File: src/rtl/ternary_mac_sequencer.sv
// ternary_mac_sequencer - job controller for the N_ROWS ternary MAC systolic array:
// clear, admit K operand beats, snapshot the accumulators, then stream the N_ROWS results.
module ternary_mac_sequencer #(
  parameter int N_ROWS = 4,
  parameter int ACC_W  = 17,
  parameter int IN_W   = 8,
  parameter int K_W    = 16
) (
  input  logic                      clk,
  input  logic                      rst_n,
  input  logic                      start,
  input  logic [K_W-1:0]            cfg_k,
  input  logic                      in_valid,
  output logic                      in_ready,
  input  logic                      out_ready,
  output logic                      acc_clear,
  output logic                      mac_en,
  output logic                      copy_to_q,
  output logic                      restart_q,
  output logic                      out_valid,
  output logic [$clog2(N_ROWS)-1:0] out_idx,
  output logic                      busy,
  output logic                      done,
  output logic                      k_clipped
);

  localparam int IDX_W = $clog2(N_ROWS);
  // Largest beat count whose worst-case sum still fits in ACC_W.
  localparam logic [K_W-1:0]   K_SAFE   = K_W'((1 << (ACC_W - IN_W)) - 1);
  localparam logic [IDX_W-1:0] LAST_IDX = IDX_W'(N_ROWS - 1);

  typedef enum logic [2:0] {
    S_IDLE, S_CLEAR, S_ACCUM, S_COPY, S_READOUT, S_DONE
  } state_t;

  state_t         state, state_nx;
  logic [K_W-1:0] k_eff;
  logic [K_W-1:0] beat_cnt;
  logic           beat, last_beat, xfer, last_xfer;

  assign beat      = (state == S_ACCUM) && in_valid;
  assign last_beat = beat && (beat_cnt == k_eff - K_W'(1));
  assign xfer      = (state == S_READOUT) && out_ready;
  assign last_xfer = xfer && (out_idx == LAST_IDX);

  always_ff @(posedge clk or negedge rst_n) begin
    if (!rst_n) begin
      state     <= S_IDLE;
      k_eff     <= '0;
      beat_cnt  <= '0;
      out_idx   <= '0;
      k_clipped <= 1'b0;
    end else begin
      state <= state_nx;
      if (state == S_IDLE && start) begin
        k_eff     <= (cfg_k > K_SAFE) ? K_SAFE : cfg_k;
        k_clipped <= (cfg_k > K_SAFE);
        beat_cnt  <= '0;
        out_idx   <= '0;
      end
      if (beat) beat_cnt <= beat_cnt + K_W'(1);
      if (xfer) out_idx <= last_xfer ? '0 : out_idx + IDX_W'(1);
    end
  end

  always_comb begin
    state_nx  = state;
    in_ready  = 1'b0;
    acc_clear = 1'b0;
    mac_en    = 1'b0;
    copy_to_q = 1'b0;
    restart_q = 1'b0;
    out_valid = 1'b0;
    done      = 1'b0;
    busy      = (state != S_IDLE);
    case (state)
      S_IDLE: begin
        restart_q = 1'b1;
        if (start) state_nx = S_CLEAR;
      end
      S_CLEAR: begin
        acc_clear = 1'b1;
        state_nx  = (k_eff != '0) ? S_ACCUM : S_COPY;
      end
      S_ACCUM: begin
        // Stall cycles must leave the accumulators untouched, so the gate follows in_valid.
        in_ready = 1'b1;
        mac_en   = in_valid;
        if (last_beat) state_nx = S_COPY;
      end
      S_COPY: begin
        copy_to_q = 1'b1;
        restart_q = 1'b1;
        state_nx  = S_READOUT;
      end
      S_READOUT: begin
        out_valid = 1'b1;
        if (last_xfer) state_nx = S_DONE;
      end
      S_DONE: begin
        done     = 1'b1;
        state_nx = S_IDLE;
      end
      default: state_nx = S_IDLE;
    endcase
  end

endmodule
File: config.mk
export PLATFORM = sky130hd
export DESIGN_NAME = ternary_mac_sequencer
export DESIGN_NICKNAME = d
export VERILOG_FILES = /design/src/rtl/ternary_mac_sequencer.sv
export SDC_FILE = /design/constraint.sdc
export NUM_CORES = 1
export LEC_CHECK = 0
export ABC_AREA = 1
export BUFFER_PORTS_ARGS = -buffer_cell sky130_fd_sc_hd__buf_2
export CAP_MARGIN = 20
export CORE_ASPECT_RATIO = 0.6
export CORE_MARGIN = 2
export CORE_UTILIZATION = 35
export DETAILED_ROUTE_END_ITERATION = 8
export PLACE_DENSITY = 0.51
export SYNTH_ARGS = -nofsm -noshare
export SYNTH_HDL_FRONTEND = slang
export SYNTH_SLANG_ARGS = --single-unit
File: constraint.sdc
create_clock -name clk -period 1.7 [get_ports clk]
set_clock_uncertainty 0.15 [all_clocks]
set_input_delay 0.17 -clock clk [delete_from_list [all_inputs] [get_ports clk]]
set_output_delay 0.17 -clock clk [all_outputs]
set_load 0.1 [all_outputs]
==> results.cfg, run 1 <==
[sta]
fin_crit_sh_pct = 109
holdWs_ps = -20.4
slew_viol_final = 0
rsz0062_at_grt = yes
fmax_mhz = 538
fin_crit_ps = 1860
hold_viol = 3
finalSetupTns_ps = -2610
worst_slew_pin_slew_ps = 517
finalSetupViolCount = 38
fin_ws_ps = -160
slew_headroom_pct = 65.2

[global_routing]
grt_pass1_wl_mm = 11.8
grt_max_degree = 22
grtUsageTotal_pct = 20.0
antenna_found_initial = 0
grt-ovfl-total = 0
first_global_vias = 2387

[critical_path]
rr_endpoint = state[0]
r2r_setup_slack_ps = -160
cp.arrival_ps = 1910
rr_startpoint = k_eff[1]
r2r_cells = 13
critPathLaunchType = flop
cp_max_fo = 4
crit_type = reg -> reg
end_kind = flop
required_ps = 1750

[detailed_routing]
drc_errors = 0
drt_iter0_markers = 117
wire_per_inst_um = 13.7
num_vias = 2572
wl_mm = 7.61
drt-vias-per-instance = 4.64
postRouteAntennaNets = 0
drt_pass1_iterations = 4

[yosys]
synth_edf_count = 0
synth_seq_cells = 38
synth-seq-area-share_pct = 39.4
async_flop_share_pct = 100
syn-instance-count = 344
synth.avg_cell_area_um2 = 7.02
synth_area_um2 = 2410
synth_cell_types = 31
syn_nets = 369
synth_flop_cell = dfrtp_1
synth_warnings = 0

[clocking]
clock_latency_ps = 280
cts_tree = done
cts_root_buffer = clkbuf_16
cts.sinks = 38
cts_max_path_buffers = 2
htree_num_levels = 2
path_clk_slew_ps = 60
numCtsBuffers = 5

[die]
ios = 32
start_util_pct = 36.2
dieArea_um2 = 7600
die_height_um = 68.3
rows = 23
die_x_um = 111
core_area_um2 = 6680

[place]
port-buffer-count = 31
dp_hpwl_mm = 5.38
dp_slack_ps = -204
place.gp.congestion = 0.844
placed_cell_area_um2 = 3300

[min_path]
worstHoldPathType = in -> reg
hold_depth = 3
hold_end = k_eff[6]
hp-start = cfg_k[6]

[layout]
nets = 491
n_antenna_cell = 0
drive_above_1_share_pct = 47.5
finalInstanceArea_um2 = 4140
area_growth_pct = 71.6
final_util_pct = 62.0

[outcome]
status = finished, violations left
violations = hold timing, setup timing

[run]
maxCapViolations = 0

[power]
total_power_mw = 6.26
ir_worst_vdd_uv = 1570
p_leak_nw = 2.06
p_per_area_nw_per_um2 = 1510
## layer usage
layer  wire, um  part of all wire (%)  GRT usage, %  vias to the layer above
met4         37                  0.49          3.86                        0
met1       4020                    53          30.8                     1182
met3        341                   4.5          3.99                        4
met5          0                     0             0                        -
met2       3210                    42          29.0                       49
li1           -                     -             -                     1337
## logic make-up (layout without fill, tap and decap cells)
kind of cell | Yosys count | after routing | synth area share, %
AO/OA/AOI/OAI | 45 | 45 | 9.90
XOR/XNOR | 15 | 15 | 5.44
adder cells (fa/ha/maj) | 4 | 4 | 2.07
buffers and inverters | 58 | 181 | 9.18
flip-flops | 38 | 38 | 39.4
multiplexers | 2 | 2 | 0.829
AND/OR/NAND/NOR | 182 | 182 | 33.2
## through the flow
| stage | hold WS, ps | instances |
|---|---|---|
| 6_report | -20.4 | 554 |
| 3_3_place_gp | -4.87 | 516 |
| 2_1_floorplan | -276 | 344 |
| 5_1_grt | 3.18 | 554 |
| 4_1_cts | 3.25 | 536 |
| 3_5_place_dp | -3.63 | 516 |
## how the worst max path moves through the flow
stage / from / to / slack, ps / cells past startpoint
2_1_floorplan: state[1] / out_idx[0] / -470 / 9
3_3_place_gp: k_eff[1] / state[0] / -190 / 12
3_5_place_dp: k_eff[0] / state[0] / -200 / 12
4_1_cts: k_eff[4] / state[0] / -110 / 11
5_1_grt: k_eff[1] / state[0] / -310 / 14
6_report: k_eff[1] / state[0] / -160 / 13
## critical path: stages, from the launching register on
cell and delay, ps:
dfrtp_1 410, inv_2 100, ha_4 170, inv_1 50, nand2_1 60, nand2_1 80, xor2_1 140, nor2_1 100
nand3_1 90, nor2_2 100, nand3_1 80, nand2_1 80, nand3_1 70, nor2_1 100
## area by class of cell
type	instances	area, um2
fill	572	2530
multi-input combinational	248	1660
timing repair buffer	120	1050
sequential	38	960
inverter	53	216
clock buffer	7	143
tap	87	109
clock inverter	1	5.00
## flip-flops by register name (all words and copies together), names as in the netlist
| name | cells |
|---|---|
| beat_cnt | 16 |
| state | 3 |
| k_eff | 16 |
| out_idx | 2 |
| k_clipped | 1 |
## cell usage after synthesis, types with 4 or more instances
cell	number	share of area, %
nand2_1	89	14
inv_1	52	8.1
nor2_1	42	6.5
dfrtp_1	38	39
o21ai_0	29	6.0
nand3_1	24	5.0
xor2_1	10	3.6
a21oi_1	8	1.7
nand2_2	5	1.3
xnor2_1	5	1.8
ha_1	4	2.1
nand4_1	4	1.0
nor3_1	4	0.83
## layout by cell type, fill, tap and decap left out, types with 13 or more instances in the layout
master	count
inv_1	43
buf_4	63
nor2_4	13
buf_6	18
buf_2	23
nor2_1	24
o21ai_2	16
nand2_1	76
dfrtp_1	31
nand3_1	14
## power breakdown
group	internal, mW	switching, mW	leakage [nW]
Combinational	1.69	2.27	1.49
Clock	0.582	0.354	0.0739
Sequential	1.11	0.262	0.492
## what timing repair did
action | 4_1_cts | 5_1_grt
buffers inserted | 6 | 16
endpoints found under the hold margin | 20 | 2
cloned | 2 | 1
hold buffers | 4 | 2
gates resized for setup | 43 | 102
setup endpoints to repair | 17 | 42
pin swaps | 9 | 32
Power figures use the tool's default switching activity.
==> inputs of run 2 (changes only) <==
==> constraint.sdc (replaced) <==
create_clock -name clk -period 1.7 [get_ports clk]
set_clock_uncertainty 0.15 [all_clocks]
set_input_delay 0.34 -clock clk [delete_from_list [all_inputs] [get_ports clk]]
set_output_delay 0.34 -clock clk [all_outputs]
set_load 0.1 [all_outputs]
==> results.cfg, run 2 (same netlist as run 1, synthesis figures left out) <==
[min_path]
worstHoldPathType = in -> reg
hold_depth = 3
hp-start = cfg_k[6]

[power]
p_per_area_nw_per_um2 = 1590
ir_worst_vdd_uv = 1520
p_leak_nw = 1.99
total_power_mw = 6.18

[global_routing]
grtUsageTotal_pct = 20.1
grt_pass1_wl_mm = 11.8
grt_max_degree = 21
top_usage_layer = met1
grt_use_met3_pct = 4.87
met1_usage_pct = 31.1
first_global_vias = 2300
met2_usage_pct = 27.6
grt-ovfl-total = 0
antenna_found_initial = 0

[layout]
post_layout_nonfiller_instances = 546
final_cell_mix = nand2_1, buf_4, inv_1, dfrtp_1, nor2_1
reg_top3 = beat_cnt x16, k_eff x16, state x3
area_growth_pct = 60.7
n_antenna_cell = 0
nets = 484
layout_commonest_cell = nand2_1
drive_above_1_share_pct = 37.3
fillers = 609

[critical_path]
cp_max_fo = 3
slowest_stage = dfrtp_1
rr_startpoint = state[0]
cp_cell_sequence = nor2_1 > inv_1 > nor2_4 > clkinvlp_4 > buf_12 > nand2_8 > buf_12
r2r_cells = 12
crit_type = reg -> out
path_common_cell = buf_12
worstSetupStartpoint = state[0]
cpPeakStageDelay_ps = 410
critPathLaunchType = flop
required_ps = 1210
cp.arrival_ps = 1510
end_kind = primary output

[detailed_routing]
drt_pass1_iterations = 4
drc_errors = 0
wire_per_inst_um = 13.5
num_vias = 2520
drt_iter0_markers = 150
postRouteAntennaNets = 0
drt-vias-per-instance = 4.62
wl_mm = 7.38

[place]
port-buffer-count = 31
dp_slack_ps = -155
dp_hpwl_mm = 5.32
place_inst = 520
place.gp.congestion = 0.871

[die]
core_area_um2 = 6680
rows = 23
dieArea_um2 = 7600
start_util_pct = 36.2
ios = 32
die_x_um = 111
die_height_um = 68.3

[sta]
hold_viol = 0
rsz0062_at_grt = yes
fin_crit_ps = 2000
fmax_mhz = 500
slew_viol_final = 0
fin_crit_sh_pct = 118
holdWs_ps = 149
slew_headroom_pct = 66.3
finalSetupViolCount = 44
worst_slew_pin_slew_ps = 509
fin_ws_ps = -302

[clocking]
cts_max_path_buffers = 2
cts_tree = done
clock_latency_ps = 290
cts.sinks = 38
htree_num_levels = 2
path_clk_slew_ps = 60
numCtsBuffers = 5
cts_root_buffer = clkbuf_16

[outcome]
violations = setup timing
status = finished, violations left

[run]
maxCapViolations = 0
-- run 2: cell types whose count changed in the layout (fill, tap and decap cells not counted), moves of 6 or more --
cell / change
dfrtp_1: +6
o21ai_0: +11
nand2_2: -6
o21ai_2: -15
nor2_1: +10
dfrtp_2: -6
nor2_4: -6
nand2_1: +8
buf_6: -7
nand3_1: +6
-- run 2: where the power goes --
part	internal (mW)	switching [mW]
clock	0.724	0.375
sequential	1.10	0.227
combinational	1.64	2.12
-- run 2: path summary, 6_finish.rpt --
kind / to / slack, ps
setup reg to reg: beat_cnt[7] / -280
max in group asynchronous: beat_cnt[9] / 490
min in group asynchronous: k_eff[1] / 380
hold / removal: k_eff[6] / 150
setup / recovery: restart_q / -300
hold reg to reg: k_clipped / 330
-- run 2: layer usage --
| metal | routed length (um) | vias up |
|---|---|---|
| li1 | - | 1329 |
| met3 | 434 | 10 |
| met2 | 2740 | 52 |
| met1 | 4110 | 1129 |
| met5 | 0 | - |
| met4 | 97 | 0 |
-- run 2: critical path, delay by kind of cell (launching register included) --
kind          cells  cell delay, ps
buf+inv           4             520
flops             1             410
simple gates      3             300
-- run 2: metrics by stage --
step	utilization, %	instance area [um2]	setup TNS (ps)
after floorplan	-	2520	-17610
after global placement	50.2	3350	-676
after detailed placement	50.2	3350	-1740
after CTS	56.4	3760	-6690
after global routing	58.1	3880	-14500
final	58.1	3880	-9770
-- run 2: area by class of cell --
cell class	instances	area, um2	area share [%]
clock buffers	6	139	3.58
well taps	87	109	2.81
inverters	53	219	5.65
repair buffers	113	1010	26.0
clock inverters	1	30.0	0.774
flip-flops and latches	38	952	24.6
multi-input cells	248	1420	36.7
-- run 2: timing repair --
item                                   4_1_cts  5_1_grt
resized for setup                           50        9
endpoints found under the hold margin       16        0
setup endpoints to repair                   37       44
cloned                                       1        2
hold buffers                                 1        0
buffers inserted                            12        4
pin swaps                                   12        4
==> inputs of run 3 (changes only) <==
Settings changed: ABC_AREA 1 to not set, CELL_PAD_IN_SITES_DETAIL_PLACEMENT set to 0, CELL_PAD_IN_SITES_GLOBAL_PLACEMENT set to 1, PLACE_DENSITY 0.51 to 0.65.
==> results.cfg, run 3 <==
[outcome]
status = finished, violations left
violations = setup timing

[die]
rows = 23
ios = 32
dieArea_um2 = 7410
die_x_um = 110
core_area_um2 = 6590
die_height_um = 67.5
start_util_pct = 35.7

[yosys]
synth-simple-area-share_pct = 31.3
synth-seq-area-share_pct = 40.4
synth_seq_cells = 38
synth_cell_types = 48
synth_edf_count = 0
synth_warnings = 0
synth_xor_area_share_pct = 6.33
synth_flop_cell = dfrtp_1
synth.area.mux_share_pct = 4.74
synth_top_area_share_pct = 40.4
synth_top_family_by_area = simple AND/OR/NAND/NOR gates
synth.most_common_cell = nand2_1
synth.avg_cell_area_um2 = 8.87
synth_area_leaders = dfrtp_1, nand2_1, mux2i_1, nand3_1, xnor2_1
syn_nets = 290
synth_common_cells = nand2_1, dfrtp_1, nand3_1
synth-compound-area-share_pct = 11.1
synth_adder_area_share_pct = 2.13
yosys.area.top_type = dfrtp_1
syn-instance-count = 265
synth_area_um2 = 2350
async_flop_share_pct = 100

[sta]
slew_headroom_pct = 63.1
fmax_mhz = 459
rsz0062_at_grt = yes
worst_slew_pin_slew_ps = 548
fin_crit_ps = 2180
finalSetupViolCount = 21
fin_ws_ps = -480
hold_viol = 0
finalSetupTns_ps = -3350
slew_viol_final = 0
fin_crit_sh_pct = 128

[power]
ir_worst_vdd_uv = 1170
p_leak_nw = 1.76
p_per_area_nw_per_um2 = 1520

[layout]
fillers = 565
reg_top3 = beat_cnt x16, k_eff x16, state x3
area_growth_pct = 65.1
final_util_pct = 58.9
post_layout_nonfiller_instances = 454
layout_commonest_cell = buf_4
finalInstanceArea_um2 = 3880
drive_above_1_share_pct = 49.6
n_antenna_cell = 0
final_cell_mix = buf_4, dfrtp_1, nand2_1, buf_2, buf_6
nets = 391

[critical_path]
crit_type = reg -> reg
cp.arrival_ps = 2230
critPathLaunchType = flop
slowest_stage = or4b_4
path_buf_inv = 1
cp_cell_sequence = clkinv_4 > ha_4 > or4b_4 > or4_1 > mux2i_1 > nand4_1 > o41ai_2
end_kind = flop
cpPeakStageDelay_ps = 480
critPathTopFamily = simple AND/OR/NAND/NOR gates
cp_max_fo = 5
required_ps = 1750

[place]
placed_cell_area_um2 = 3280
dp_slack_ps = -498
place.gp.congestion = 0.928
port-buffer-count = 31
place_inst = 429
dp_hpwl_mm = 4.92

[detailed_routing]
drt_iter0_markers = 139
wl_mm = 7.01
drt-vias-per-instance = 5.08
drc_errors = 0
wire_per_inst_um = 15.4
drt_pass1_iterations = 4
postRouteAntennaNets = 0
num_vias = 2308

[clocking]
cts_tree = done
path_clk_slew_ps = 80
clock_latency_ps = 290
cts.sinks = 38
cts_root_buffer = clkbuf_8
htree_num_levels = 2
cts_max_path_buffers = 2
numCtsBuffers = 5

[min_path]
worstHoldPathType = in -> reg

[global_routing]
grt-ovfl-total = 0
grt_max_degree = 19
first_global_vias = 2158
grtUsageTotal_pct = 20.9
grt_pass1_wl_mm = 11.3
antenna_found_initial = 0

[run]
maxCapViolations = 0
run 3: cell count changes in the layout (fill, tap and decap cells not counted), sizes merged, moves of 8 or more:
| cell | delta |
|---|---|
| nor2 | -31 |
| mux2i | +8 |
| nand2 | -55 |
| and2 | +8 |
| inv | -45 |
| o21ai | -20 |
run 3: area by class of cell:
type	instances	area, um2	share of cell area, %
multi-input cells	205	1600	41.3
repair buffers	107	1040	26.8
flip-flops and latches	38	957	24.7
clock buffers	8	110	2.84
well taps	87	109	2.80
inverters	9	62.6	1.61
run 3: per-layer routing:
metal  vias up  global-route usage [%]  share of wire [%]
met1      1088                    32.6                 53
met3         4                    6.56                6.9
li1       1155                       -                  -
met2        61                    27.7                 39
met4         0                    3.80               0.61
met5         -                       0                  0
run 3: timing repair:
item,CTS,global route
hold buffers,1,0
resized for setup,45,37
buffers inserted,7,6
endpoints found under the setup margin,35,44
cloned,3,0
hold endpoints to repair,9,0
pin swaps,16,13
run 3: worst paths after layout:
check | from | end | slack (ps) | depth (start not counted)
max in group asynchronous | rst_n | state[1] | 640 | 3
hold reg to reg | k_clipped | k_clipped | 350 | 2
min in group asynchronous | rst_n | k_clipped | 280 | 2
hold / removal | cfg_k[7] | k_eff[7] | 110 | 3
setup / recovery | k_eff[0] | state[0] | -480 | 7
setup reg to reg | k_eff[0] | state[0] | -480 | 7
run 3: cell families (layout without fill, tap and decap cells):
| family | Yosys count | in the layout |
|---|---|---|
| mux | 11 | 11 |
| buf+inv | 22 | 124 |
| simple gates | 136 | 136 |
| fa+ha+maj | 4 | 4 |
| flops | 38 | 38 |
| xor+xnor | 17 | 17 |
| compound gates | 37 | 37 |
run 3: worst register-to-register path, cell delays in order (launching register included):
cell	delay, ps
dfrtp_1	410
clkinv_4	60
ha_4	120
or4b_4	480
or4_1	400
mux2i_1	140
nand4_1	120
o41ai_2	200
run 3: power by group:
| part | internal, mW | switching [mW] | total, mW |
|---|---|---|---|
| combinational | 1.78 | 2.12 | 3.90 |
| clock | 0.410 | 0.333 | 0.743 |
| sequential | 1.09 | 0.183 | 1.27 |
| total | 3.28 | 2.64 | 5.91 |
run 3: metrics by stage:
stage | power, mW | hold slack (ps)
3_5_place_dp | 4.37 | 69.9
2_1_floorplan | 3.26 | -106
6_report | 5.91 | 108
4_1_cts | 5.75 | 102
5_1_grt | 6.24 | 112
3_3_place_gp | 4.36 | 64.0
